### src/rtl/output_port_allocator.sv
// Output port allocator and downstream credit tracker for one crossbar output.
// Round-robin arbitration among five inputs, wormhole lock from header to tail,
// and per-flit gating on downstream credits.
// Optional feature macro: OUTPUT_PORT_ALLOCATOR_CREDIT_ERR_EN adds a sticky
// o_credit_err flag for credits returned while the counter is already full.
module output_port_allocator #(
    parameter int unsigned CREDIT_MAX   = 3,
    parameter int unsigned CREDIT_WIDTH = 2
) (
    input  logic                    clk,
    input  logic                    reset,
    input  logic [4:0]              i_req,
    input  logic [4:0]              i_tail,
    input  logic                    i_credit_in,
    output logic [4:0]              o_grant,
    output logic [4:0]              o_sel,
    output logic                    o_valid_out,
    output logic [CREDIT_WIDTH-1:0] o_credit_count
`ifdef OUTPUT_PORT_ALLOCATOR_CREDIT_ERR_EN
    ,
    output logic                    o_credit_err
`endif
);

    localparam logic [CREDIT_WIDTH-1:0] CreditMax = CREDIT_WIDTH'(CREDIT_MAX);
    localparam logic [CREDIT_WIDTH-1:0] CreditOne = CREDIT_WIDTH'(1);

    typedef enum logic {StIdle, StLocked} state_e;

    state_e                  r_state;
    state_e                  w_state_nxt;
    logic [4:0]              r_sel;
    logic [4:0]              w_sel_nxt;
    logic [2:0]              r_rr_ptr;
    logic [2:0]              w_rr_ptr_nxt;
    logic [CREDIT_WIDTH-1:0] r_credit;
    logic [CREDIT_WIDTH-1:0] w_credit_nxt;

    logic [4:0]              w_rr_winner;
    logic [2:0]              w_owner_idx;
    logic [2:0]              w_owner_idx_inc;
    logic                    w_owner_req;
    logic                    w_owner_tail;
    logic                    w_cnt_zero;
    logic                    w_cnt_full;
    logic                    w_transfer;

    // sel is one-hot while locked, so masking picks out the owner's bits directly
    assign w_owner_req  = |(i_req & r_sel);
    assign w_owner_tail = |(i_tail & r_sel);
    assign w_cnt_zero   = (r_credit == '0);
    assign w_cnt_full   = (r_credit == CreditMax);
    assign w_transfer   = (r_state == StLocked) && w_owner_req && !w_cnt_zero;

    // Round-robin pick: first requesting input scanning from r_rr_ptr upward, mod 5
    always_comb begin
        logic       v_found;
        logic [3:0] v_sum;
        logic [2:0] v_idx;
        w_rr_winner = '0;
        v_found     = 1'b0;
        v_sum       = '0;
        v_idx       = '0;
        for (int k = 0; k < 5; k++) begin
            v_sum = {1'b0, r_rr_ptr} + 4'(k);
            v_idx = (v_sum >= 4'd5) ? 3'(v_sum - 4'd5) : v_sum[2:0];
            if (!v_found && i_req[v_idx]) begin
                w_rr_winner[v_idx] = 1'b1;
                v_found            = 1'b1;
            end
        end
    end

    // Encode the one-hot select into the owner index and its round-robin successor
    always_comb begin
        w_owner_idx = '0;
        for (int k = 0; k < 5; k++) begin
            if (r_sel[k]) begin
                w_owner_idx = 3'(k);
            end
        end
        w_owner_idx_inc = (w_owner_idx == 3'd4) ? 3'd0 : w_owner_idx + 3'd1;
    end

    // Lock FSM: next state, select and round-robin pointer, plus transfer strobes
    always_comb begin
        w_state_nxt  = r_state;
        w_sel_nxt    = r_sel;
        w_rr_ptr_nxt = r_rr_ptr;
        o_grant      = '0;
        o_valid_out  = 1'b0;
        unique case (r_state)
            StIdle: begin
                if (|i_req) begin
                    w_state_nxt = StLocked;
                    w_sel_nxt   = w_rr_winner;
                end
            end
            StLocked: begin
                if (w_transfer) begin
                    o_grant     = r_sel;
                    o_valid_out = 1'b1;
                    if (w_owner_tail) begin
                        w_state_nxt  = StIdle;
                        w_sel_nxt    = '0;
                        w_rr_ptr_nxt = w_owner_idx_inc;
                    end
                end
            end
        endcase
    end

    // Credit counter: a transfer consumes a slot, credit_in returns one; both cancel
    always_comb begin
        w_credit_nxt = r_credit;
        if (w_transfer && !i_credit_in) begin
            w_credit_nxt = r_credit - CreditOne;
        end else if (i_credit_in && !w_transfer && !w_cnt_full) begin
            w_credit_nxt = r_credit + CreditOne;
        end
    end

    // State registers with synchronous active-low reset
    always_ff @(posedge clk) begin
        if (!reset) begin
            r_state  <= StIdle;
            r_sel    <= '0;
            r_rr_ptr <= '0;
            r_credit <= CreditMax;
        end else begin
            r_state  <= w_state_nxt;
            r_sel    <= w_sel_nxt;
            r_rr_ptr <= w_rr_ptr_nxt;
            r_credit <= w_credit_nxt;
        end
    end

    assign o_sel          = r_sel;
    assign o_credit_count = r_credit;

`ifdef OUTPUT_PORT_ALLOCATOR_CREDIT_ERR_EN
    logic w_credit_ovf;
    logic r_credit_err;

    // A returned credit with no room to store it means downstream over-counted
    assign w_credit_ovf = i_credit_in && !w_transfer && w_cnt_full;

    // Sticky overflow flag, cleared only by reset
    always_ff @(posedge clk) begin
        if (!reset) begin
            r_credit_err <= 1'b0;
        end else if (w_credit_ovf) begin
            r_credit_err <= 1'b1;
        end
    end

    assign o_credit_err = r_credit_err;
`endif

endmodule

### config.mk
export PLATFORM = sky130hd
export DESIGN_NAME = output_port_allocator
export DESIGN_NICKNAME = d
export VERILOG_FILES = /design/src/rtl/output_port_allocator.sv
export SDC_FILE = /design/constraint.sdc
export NUM_CORES = 1
export LEC_CHECK = 0
export ABC_AREA = 1
export CORE_ASPECT_RATIO = 0.5
export CORE_UTILIZATION = 53
export DETAILED_ROUTE_END_ITERATION = 7
export PLACE_DENSITY = 0.73
export SLEW_MARGIN = 5
export SYNTH_ARGS = -nofsm -noshare
export SYNTH_HDL_FRONTEND = slang
export SYNTH_SLANG_ARGS = --single-unit
### constraint.sdc
create_clock -name clk -period 5.5 [get_ports clk]
set_clock_uncertainty 0.1 [all_clocks]
set_input_delay 1.1 -clock clk [delete_from_list [all_inputs] [get_ports clk]]
set_output_delay 1.1 -clock clk [all_outputs]
set_load 0.02 [all_outputs]
### Word-level counts from Yosys, hierarchy flattened

Cells that the tools add are included.

| word-level totals | value |
|---|---|
| input port bits | 13 |
| word-level logic and storage cells | 125 |
| register bits after elaboration | 11 |

| cells by class | value |
|---|---|
| reduce and logical (&&, ||, !) cells | 29 |
| $lt $le $gt $ge | 15 |
| bitwise logic cells | 7 |
| mux-type cells | 53 |
| equality and inequality tests | 5 |
| add/sub/neg operators | 12 |

Operators by type and width:

| operator | count |
|---|---|
| 5-bit two-way mux | 10 |
| 3-bit two-way mux | 9 |
| 3-bit by 4-bit < comparator with 1-bit output, second input constant | 5 |
| 1-bit two-way mux | 20 |
| 5-bit bitwise OR | 4 |
| 4-bit by 3-bit >= comparator with 1-bit output, second input constant | 4 |
| 1-bit binary-select mux with 3-bit select | 5 |
| 1-bit demux with 3-bit select | 5 |
| 3-bit by 1-bit >= comparator with 1-bit output, second input constant | 5 |
| 5-bit OR reduction | 3 |
| 3-bit subtractor, second input constant | 5 |
| 1-bit logical AND | 14 |
| 5-bit bitwise AND | 2 |
| 5-bit one-hot mux with 2 select lines | 1 |
| 3-bit by 2-bit adder with 4-bit output, second input constant | 2 |
| 1-bit logical NOT | 8 |
| 3-bit AND reduction | 2 |
| 3-bit by 1-bit adder with 4-bit output, second input constant | 1 |
| 3-bit by 3-bit adder with 4-bit output, second input constant | 1 |
| 2-bit two-way mux | 2 |
| 2-bit by 1-bit inequality test with 1-bit output, second input constant | 2 |
| 3-bit by 1-bit adder with 3-bit output, second input constant | 1 |
| 3-bit equality test, second input constant | 1 |
| 3-bit >= comparator, second input constant | 1 |
| 8 further kinds | 8 |

### Logic depth before layout (Yosys ltp)

| depth | value |
|---|---|
| word-level depth | 19 |
| mapped depth | 22 |

### Least setup slack after synthesis

No wires, ideal clock.

| timing path | value |
|---|---|
| kind | input port to output port |
| from | input port i_req[1] |
| to | output port o_grant[0] |
| data arrival time | 1.958 ns |
| setup slack | 2.342 ns |
| buffers on the path | 0 |
| required time | 4.300 ns |
| cell stages on the path | 6 |
| cell sequence | inv_1 o22ai_1 a21oi_1 a31oi_1 nand2_1 nor2_1 |

| between the ends | value |
|---|---|
| word-level cells in the longest chain between the ends | 6 |

Ends and longest elaborated chain:

| element | line | source |
|---|---|---|
| from (decl) | 12 | `input logic [4:0] i_req,` |
| 5-bit bitwise AND | 49 | `assign w_owner_req = \|(i_req & r_sel);` |
| 5-bit OR reduction | 49 |  |
| 1-bit logical AND (2 in a row) | 53 | `assign w_transfer = (r_state == StLocked) && w_owner_req && !w_cnt_zero;` |
| 5-bit two-way mux | 100 | `if (w_transfer) begin` |
| 5-bit two-way mux | 92 | `unique case (r_state)` |
| to (decl) | 15 | `output logic [4:0] o_grant,` |

Every way passes these cells.

### Final worst setup path

| timing path | value |
|---|---|
| from | input port i_req[1] |
| to | output port o_grant[3] |

Same word-level chain as after synthesis.

==> results.json <==
{
  "regToRegStartpoint": "r_rr_ptr[0]",
  "synth_cell_types": 35,
  "synth_seq_cells": 11,
  "slew_viol_final": 0,
  "antenna_found_initial": 0,
  "synth_cells": 336,
  "numPortBuffers": 25,
  "areaGrowthSynthToFinish_pct": 17.2,
  "netlist_top_cells_area": "nand2_1 (22%), dfxtp_1 (12%), nand3_1 (7.9%)",
  "hold_buffers": 0,
  "layout.nets": 386,
  "drt-wirelength-per-cell_um": 12.5,
  "hp-start": "r_state",
  "finalSetupViolations": 0,
  "drt-total-wl_um": 5110,
  "cts_buffers": 3,
  "grt-ovfl-total": 0,
  "grt_start_max_net_pins": 19,
  "cts_tree": "yes",
  "place_congestion": 0.885,
  "antenna_cells": 0,
  "hold_viol": 0,
  "postPlaceCellArea_um2": 2190,
  "cp.arrival_ps": 3130,
  "regToRegSetupSlack_ps": 1950,
  "r2r-end": "o_sel[0]",
  "grt_pass1_wl_um": 8600,
  "end_kind": "output pin",
  "drtIter0Drc": 119,
  "peakVddDrop_mv": 0.154,
  "syn_area_per_cell_um2": 5.69,
  "power.leakage_nw": 1.10,
  "groute.usage.overall": 0.284,
  "h-tree-depth": 1,
  "rows": 14,
  "max_freq_ghz": 0.231,
  "powerDensity_nw_per_um2": 158,
  "fin_area_um2": 2240,
  "synth_top_cell_by_area": "nand2_1",
  "io_pins": 26,
  "layout_commonest_cell": "nand2_1",
  "drive_above_1_share": 0.127,
  "viasPerCell": 5.36,
  "worstSetupPathType": "in -> out",
  "whs_endpoint": "r_state",
  "path_clk_slew_ps": 50,
  "yosys.area.top_type_share": 0.222,
  "cts_root_buffer": "clkbuf_8",
  "final_cell_mix": "nand2_1 (113), nor2_1 (39), inv_1 (35)",
  "worstSkewPairLatency_ps": 240,
  "tns_ps": 0,
  "syn_area_um2": 1910,
  "first_pass_iters": 6,
  "hold_path_class": "reg -> reg",
  "drc": 0,
  "fp.dieW_um": 86.9,
  "status": "complete, no violations",
  "rr_worst_depth": 13,
  "core-area_um2": 3210,
  "start_util": 0.596,
  "syn_nets": 359,
  "drv_cap": 0,
  "hpwl_um": 4090,
  "cts_resized": 0,
  "rsz0062_at_grt": "no",
  "ys_seq_area_frac": 0.115,
  "hold_path_depth": 2,
  "cts_sinks": 11,
  "period_minus_slack_ps": 4330,
  "cts_setup_buffers": 0,
  "die_h_um": 44.5,
  "clockBufferDepth": 2,
  "worstMarginPinSlew_ps": 827,
  "first_global_vias": 1958,
  "dieArea_um2": 3860,
  "yosys_warnings": 0,
  "worst-path-max-fanout": 9,
  "cp-start-kind": "input pin",
  "slew-limit-headroom": 0.448,
  "worstPathRequired_ps": 4300,
  "num_vias": 2196,
  "ant_nets": 0,
  "hold-worst-slack_ps": 398,
  "min_period_over_period": 0.788
}
## through the flow
step	worst slack, ps	utilization	std cells	power, W
2_1_floorplan	2340	-	336	0.000223
3_3_place_gp	1250	0.684	406	0.000268
3_5_place_dp	1230	0.684	406	0.000272
4_1_cts	1200	0.698	410	0.000353
5_1_grt	999	0.698	410	0.000381
6_report	1170	0.698	410	0.000354
## synth_stat cells (all sizes together)
cell	number
nand2	131
nor2	46
inv	40
nand3	38
a21oi	17
dfxtp	11
nand4	11
o21ai	11
ha	9
nor3	4
a211oi	3
buf	3
nand3b	2
a221oi	1
a22o	1
a31oi	1
clkinv	1
fa	1
o211ai	1
o22ai	1
or2	1
xnor2	1
xor2	1
## final cells by class
type,count,area [um2]
multi-input cells,281,1510
fillers,318,967
repair buffers,25,250
flip-flops and latches,11,220
inverters,41,154
well taps,48,60.1
clock buffers,4,45.0
## flip-flops by register name (all words and copies together), names as in the netlist
signal / cells
o_credit_count: 2
o_sel: 5
r_rr_ptr: 3
r_state: 1
## power breakdown
group,total [W],internal (W),switching [W]
Clock,0.0000805,0.0000508,0.0000297
Sequential,0.0000965,0.0000872,0.00000926
Combinational,0.000177,0.0000663,0.000111
## routing by layer
layer | vias to the layer above | global-route usage | part of all wire
li1 | 1143 | - | -
met5 | - | 0 | 0
met2 | 76 | 0.466 | 0.42
met3 | 5 | 0.0261 | 0.070
met1 | 972 | 0.400 | 0.51
met4 | 0 | 0.0800 | 0.0076
## how the worst max path moves through the flow
| stage | start | to | depth (start not counted) |
|---|---|---|---|
| after global routing | i_req[1] | o_grant[4] | 8 |
| after floorplan | i_req[1] | o_grant[0] | 6 |
| after detailed placement | i_req[1] | o_grant[2] | 8 |
| after CTS | i_req[1] | o_grant[2] | 8 |
| final | i_req[1] | o_grant[3] | 8 |
| after global placement | i_req[1] | o_grant[0] | 8 |
## kinds of logic (layout without fill, tap and decap cells)
family / after synthesis / after routing / synth area share
xor+xnor: 2 / 2 / 0.00917
simple gates: 233 / 233 / 0.595
fa+ha+maj: 10 / 10 / 0.0694
compound gates: 36 / 36 / 0.117
flops: 11 / 11 / 0.115
buf+inv: 44 / 70 / 0.0950
## worst max-delay path: stages
cell and delay (ps):
clkdlybuf4s50_1 520, inv_1 150, o22ai_1 180, a21oi_1 60, a31oi_1 170, nand2_1 200, nor2_1 140, clkdlybuf4s50_1 620
No activity file was read; power rests on OpenSTA's default activity.
